File: src/rtl/axil_arbiter_wr.sv
// Write-channel arbiter: grants the shared AXI-Lite slave write port to one master
// for a whole AW/W/B transaction, with round-robin or fixed priority and a watchdog.
//
// state | meaning
// IDLE  | no grant held; picks the next master when any request is up
// DATA  | grant held; waiting for both the AW and the W handshake
// RESP  | grant held; waiting for the B handshake
module axil_arbiter_wr #(
  parameter int NUMBER_MASTER  = 4,
  parameter int ARBITER_WR     = 1,
  parameter int TIMEOUT_CYCLES = 256,
  localparam int IDW = (NUMBER_MASTER > 1) ? $clog2(NUMBER_MASTER) : 1
) (
  input  logic                     aclk,
  input  logic                     aresetn,
  input  logic [NUMBER_MASTER-1:0] request_wr,
  output logic [NUMBER_MASTER-1:0] grant_wr,
  output logic [IDW-1:0]           grant_id,
  output logic                     busy,
  output logic                     timeout_err,
  input  logic [NUMBER_MASTER-1:0] m_axil_awvalid,
  input  logic [NUMBER_MASTER-1:0] m_axil_wvalid,
  input  logic [NUMBER_MASTER-1:0] m_axil_bready,
  input  logic                     s_axil_awready,
  input  logic                     s_axil_wready,
  input  logic                     s_axil_bvalid
);

  localparam int CW_RAW     = $clog2(TIMEOUT_CYCLES + 1);
  localparam int CW         = (CW_RAW < 1) ? 1 : CW_RAW;
  localparam int WD_LIMIT_I = (TIMEOUT_CYCLES > 0) ? TIMEOUT_CYCLES - 1 : 0;
  localparam logic [CW-1:0] WD_LIMIT = WD_LIMIT_I[CW-1:0];

  typedef enum logic [1:0] {IDLE, DATA, RESP} state_t;

  state_t          state;
  logic [IDW-1:0]  last_ptr;
  logic            aw_done;
  logic            w_done;
  logic [CW-1:0]   wd_cnt;

  logic            hi_found;
  logic            lo_found;
  logic [IDW-1:0]  hi_idx;
  logic [IDW-1:0]  lo_idx;
  logic [IDW-1:0]  next_id;
  logic            aw_hs;
  logic            w_hs;
  logic            b_hs;
  logic            wd_fire;
  logic            abort;
  logic            done;

  // Lowest requester overall, and lowest requester strictly above the last grant.
  always_comb begin
    hi_found = 1'b0;
    lo_found = 1'b0;
    hi_idx   = '0;
    lo_idx   = '0;
    for (int i = 0; i < NUMBER_MASTER; i++) begin
      if (request_wr[i]) begin
        if (!lo_found) begin
          lo_found = 1'b1;
          lo_idx   = IDW'(i);
        end
        if (!hi_found && (i > int'(last_ptr))) begin
          hi_found = 1'b1;
          hi_idx   = IDW'(i);
        end
      end
    end
    next_id = ((ARBITER_WR != 0) && hi_found) ? hi_idx : lo_idx;
  end

  always_comb begin
    aw_hs   = m_axil_awvalid[grant_id] & s_axil_awready;
    w_hs    = m_axil_wvalid[grant_id] & s_axil_wready;
    b_hs    = s_axil_bvalid & m_axil_bready[grant_id];
    wd_fire = (TIMEOUT_CYCLES != 0) && (wd_cnt == WD_LIMIT);
    done    = (state == RESP) && b_hs;
    // A completing B beats the watchdog on the same cycle.
    abort   = ((state == DATA) || (state == RESP)) && wd_fire && !done;
  end

  always_ff @(posedge aclk or negedge aresetn) begin
    if (!aresetn) begin
      state       <= IDLE;
      grant_wr    <= '0;
      grant_id    <= '0;
      busy        <= 1'b0;
      timeout_err <= 1'b0;
      last_ptr    <= '0;
      aw_done     <= 1'b0;
      w_done      <= 1'b0;
      wd_cnt      <= '0;
    end else begin
      timeout_err <= 1'b0;
      if (state == IDLE) begin
        if (|request_wr) begin
          state    <= DATA;
          grant_wr <= NUMBER_MASTER'(1) << next_id;
          grant_id <= next_id;
          last_ptr <= next_id;
          busy     <= 1'b1;
          aw_done  <= 1'b0;
          w_done   <= 1'b0;
          wd_cnt   <= '0;
        end
      end else if (abort || done) begin
        state       <= IDLE;
        grant_wr    <= '0;
        grant_id    <= '0;
        busy        <= 1'b0;
        timeout_err <= abort;
      end else begin
        if (wd_cnt != {CW{1'b1}}) begin
          wd_cnt <= wd_cnt + CW'(1);
        end
        if (state == DATA) begin
          aw_done <= aw_done | aw_hs;
          w_done  <= w_done | w_hs;
          if ((aw_done | aw_hs) & (w_done | w_hs)) begin
            state <= RESP;
          end
        end
      end
    end
  end

endmodule
File: config.mk
export PLATFORM = sky130hd
export DESIGN_NAME = axil_arbiter_wr
export DESIGN_NICKNAME = d
export VERILOG_FILES = /design/src/rtl/axil_arbiter_wr.sv
export SDC_FILE = /design/constraint.sdc
export NUM_CORES = 1
export LEC_CHECK = 0
export BUFFER_PORTS_ARGS = -buffer_cell sky130_fd_sc_hd__buf_4
export CORE_AREA = 2 2 68 70
export DETAILED_ROUTE_END_ITERATION = 10
export DIE_AREA = 0 0 70 72
export PLACE_DENSITY = 0.63
export SLEW_MARGIN = 20
export SYNTH_ARGS = -nofsm -noshare
export SYNTH_HDL_FRONTEND = slang
export SYNTH_SLANG_ARGS = --single-unit
File: constraint.sdc
create_clock -name aclk -period 3.3 [get_ports aclk]
set_input_delay 0.165 -clock aclk [delete_from_list [all_inputs] [get_ports aclk]]
set_output_delay 0.165 -clock aclk [all_outputs]
set_load 0.01 [all_outputs]
==> impl_metrics.yaml <==
run_status:
  outcome: "complete, no violations"
cts:
  clkTransAtPathRegs_ns: 0.08
  post_cts_buffers: 0
  post_cts_resized: 0
  clock_latency_ns: 0.27
  cts_inserted_buffers: 3
  clkSinkCount: 23
  htreeDepth: 1
  clockRootBuffer: "clkbuf_8"
  cts_hold_buf: 1
  cts_buffer_depth: 2
  cts_tree: "yes"
placement:
  port-buffer-count: 28
  postPlaceCellArea_um2: 1683
  dp_hpwl_um: 2551
  gp_congestion: 0.7582
setup_path:
  crit_cells: 8
  rr_endpoint: "wd_cnt[3]"
  cp.buffers_inverters: 0
  rr_worst_depth: 8
  worstPathArrival_ns: 2.69
  rrSetupSlack_ns: 0.79
  startpoint_type: "flip-flop"
  crit_family: "simple AND/OR/NAND/NOR gates"
  path_cells: "ha_1, and3_1, and3_1, ha_1, and2_1, a211oi_1, and4_1, mux2i_1"
  crit_path_end_kind: "flip-flop"
  slowest_delay_ns: 0.46
  reg2reg_from: "wd_cnt[0]"
  cp_max_fo: 9
  crit_slowest_cell: "a211oi_1"
  path_class: "flip-flop to flip-flop"
  crit_required_ns: 3.49
floorplan:
  fp.coreArea_um2: 4264
  io_pins: 29
  design.die.area_um2: 5040
  row_count: 24
  initial_core_util: 0.3389
  die_w_um: 70
  die_h_um: 72
sta:
  hold_viol_final: 0
  slew_violations: 0
  setup_violations: 0
  fin_skew_ns: 0.006016
  worstMarginPinSlew_ns: 0.6200
  tns_ns: 0
  max_freq_mhz: 398.6
  fin_crit_ns: 2.509
  fin_crit_sh: 0.7602
  rsz0062_at_grt: "false"
  slew_headroom: 0.5833
layout:
  fin_nets: 198
  design_area_um2: 1738
  antenna_cells: 0
  area_growth_pct: 20.26
  fillers: 420
  utilization: 0.4076
  drive_above_1_share: 0.2647
synthesis:
  synth_common_cells: "23 x dfrtp_1, 19 x nand2_1, 13 x mux2i_1, 9 x inv_1"
  yosysUniqueCellTypes: 43
  synthFlopType: "dfrtp_1"
  avgSynthCellArea_um2: 10.18
  synth_cells: 142
  synth_seq_area_share: 0.3983
  synth_top_cell_area_share: 0.3983
  ys_top_cells_by_area: "dfrtp_1 40%, mux2i_1 9.0%, ha_1 5.2%"
  yosysTopAreaCell: "dfrtp_1"
  synth_edf_count: 0
  synthMostInstantiatedCell: "dfrtp_1"
  ys_async_sr_fraction: 1.000
  ys_ff_latch: 23
  synth_warnings: 0
  syn_area_um2: 1445
  syn-num-nets: 169
pwr:
  power.share.combinational: 0.248
  internal_power_w: 0.0005224
  p_seq_frac: 0.518
  clkPwrFrac: 0.234
  irDropWorstVdd_uv: 160.6
  power_density_nw_per_um2: 436.7
  power.leakage_nw: 0.8749
  switchingPower_w: 0.0002365
  swShare: 0.3116
routing:
  totalWireLength_um: 3292
  avgViaCountPerCell: 5.342
  ant_nets: 0
  dr.pass1.iters: 4
  drt-initial-drc-count: 31
  route.detailed.drc: 0
  wl_per_cell_um: 14.83
  via_count: 1186
hold_path:
  holdCritStartpoint: "request_wr[1]"
  hp-class: "input port to flip-flop"
  hold_end: "grant_wr[2]"
  hold_depth: 4
global_route:
  grt_pass1_wl_um: 5630
  grt_antenna_before_repair: 0
  grt_overflow_total: 0
  grt_pass1_vias: 1215
  grt_use_total: 0.1397
  grt_max_degree: 24
flow_run:
  maxCapViolations: 0
cells in the final DEF, fill, tap and decap left out, drive strengths merged, types with 2 or more instances in the layout:
cell type  count
a31o           2
a22o           3
nand2         19
mux2           2
nor4           4
nor3           2
and2           2
a21o           4
o21ai          3
nand2b         5
clkbuf         4
a21oi          3
nor2           6
nor2b          2
nand4          3
o22ai          2
buf           28
mux2i         13
nand3          2
dfrtp         23
inv            9
nor3b          2
ha             6
and3           5
registers in the layout (all words and copies together), names as in the netlist:
register / count
aw_done: 1
busy: 1
grant_id: 2
grant_wr: 4
last_ptr: 2
state: 2
timeout_err: 1
w_done: 1
wd_cnt: 9
cell type report:
type / count / area [um^2] / share of cell area
clock buffers: 4 / 45.04 / 0.02592
inverters: 9 / 33.78 / 0.01944
multi-input cells: 105 / 798.3 / 0.4593
flip-flops and latches: 23 / 575.6 / 0.3312
well taps: 52 / 65.06 / 0.03744
repair buffers: 29 / 220.2 / 0.1267
worst reg2reg max path, delay by kind of cell, from the launching register on:
family / cells / cell delay (ns)
DFF: 1 / 0.41
adders and majority gates: 2 / 0.41
muxes: 1 / 0.20
and+or+nand+nor: 4 / 0.95
AOI/OAI and AO/OA: 1 / 0.46
worst max path at each step:
stage | startpoint | to | slack, ns
4_1_cts | wd_cnt[0] | wd_cnt[3] | 0.80
3_5_place_dp | wd_cnt[0] | wd_cnt[3] | 0.82
5_1_grt | wd_cnt[0] | wd_cnt[3] | 0.62
2_1_floorplan | wd_cnt[0] | wd_cnt[3] | 1.07
6_report | wd_cnt[0] | wd_cnt[3] | 0.79
3_3_place_gp | wd_cnt[0] | wd_cnt[3] | 0.96
kinds of logic (layout without fill, tap and decap cells):
family | count (synthesis) | after routing | share of synthesized area
mux | 16 | 16 | 0.1264
flops | 23 | 23 | 0.3983
compound gates | 28 | 28 | 0.1489
buf+inv | 14 | 42 | 0.04934
fa+ha+maj | 6 | 6 | 0.05195
simple gates | 55 | 55 | 0.2251
metal layers:
| metal | wire, um | GRT usage | vias to the layer above |
|---|---|---|---|
| li1 | - | - | 575 |
| met3 | 150 | 0.03056 | 12 |
| met5 | 0 | 0 | - |
| met2 | 1548 | 0.2328 | 35 |
| met1 | 1480 | 0.1684 | 564 |
| met4 | 112 | 0.07906 | 0 |
power by group through the flow:
stage / registers, W / logic [W] / clock network, W
after floorplan: 0.000383 / 0.000128 / 0
after global placement: 0.000392 / 0.000170 / 0
after detailed placement: 0.000399 / 0.000187 / 0
after CTS: 0.000393 / 0.000190 / 0.000182
after global routing: 0.000404 / 0.000219 / 0.000197
final: 0.000393 / 0.000188 / 0.000178
metrics by stage:
step                hold WS (ns)  setup WS [ns]  instances  total power, W
global placement         0.07311         0.9637        217       0.0005616
detailed placement       0.08094         0.8226        217       0.0005862
finish                    0.2674         0.7913        222       0.0007590
global route              0.2837         0.6222        222       0.0008202
CTS                       0.2657         0.8037        222       0.0007652
floorplan                -0.1306          1.068        142       0.0005113
Power figures use the tool's default switching activity.
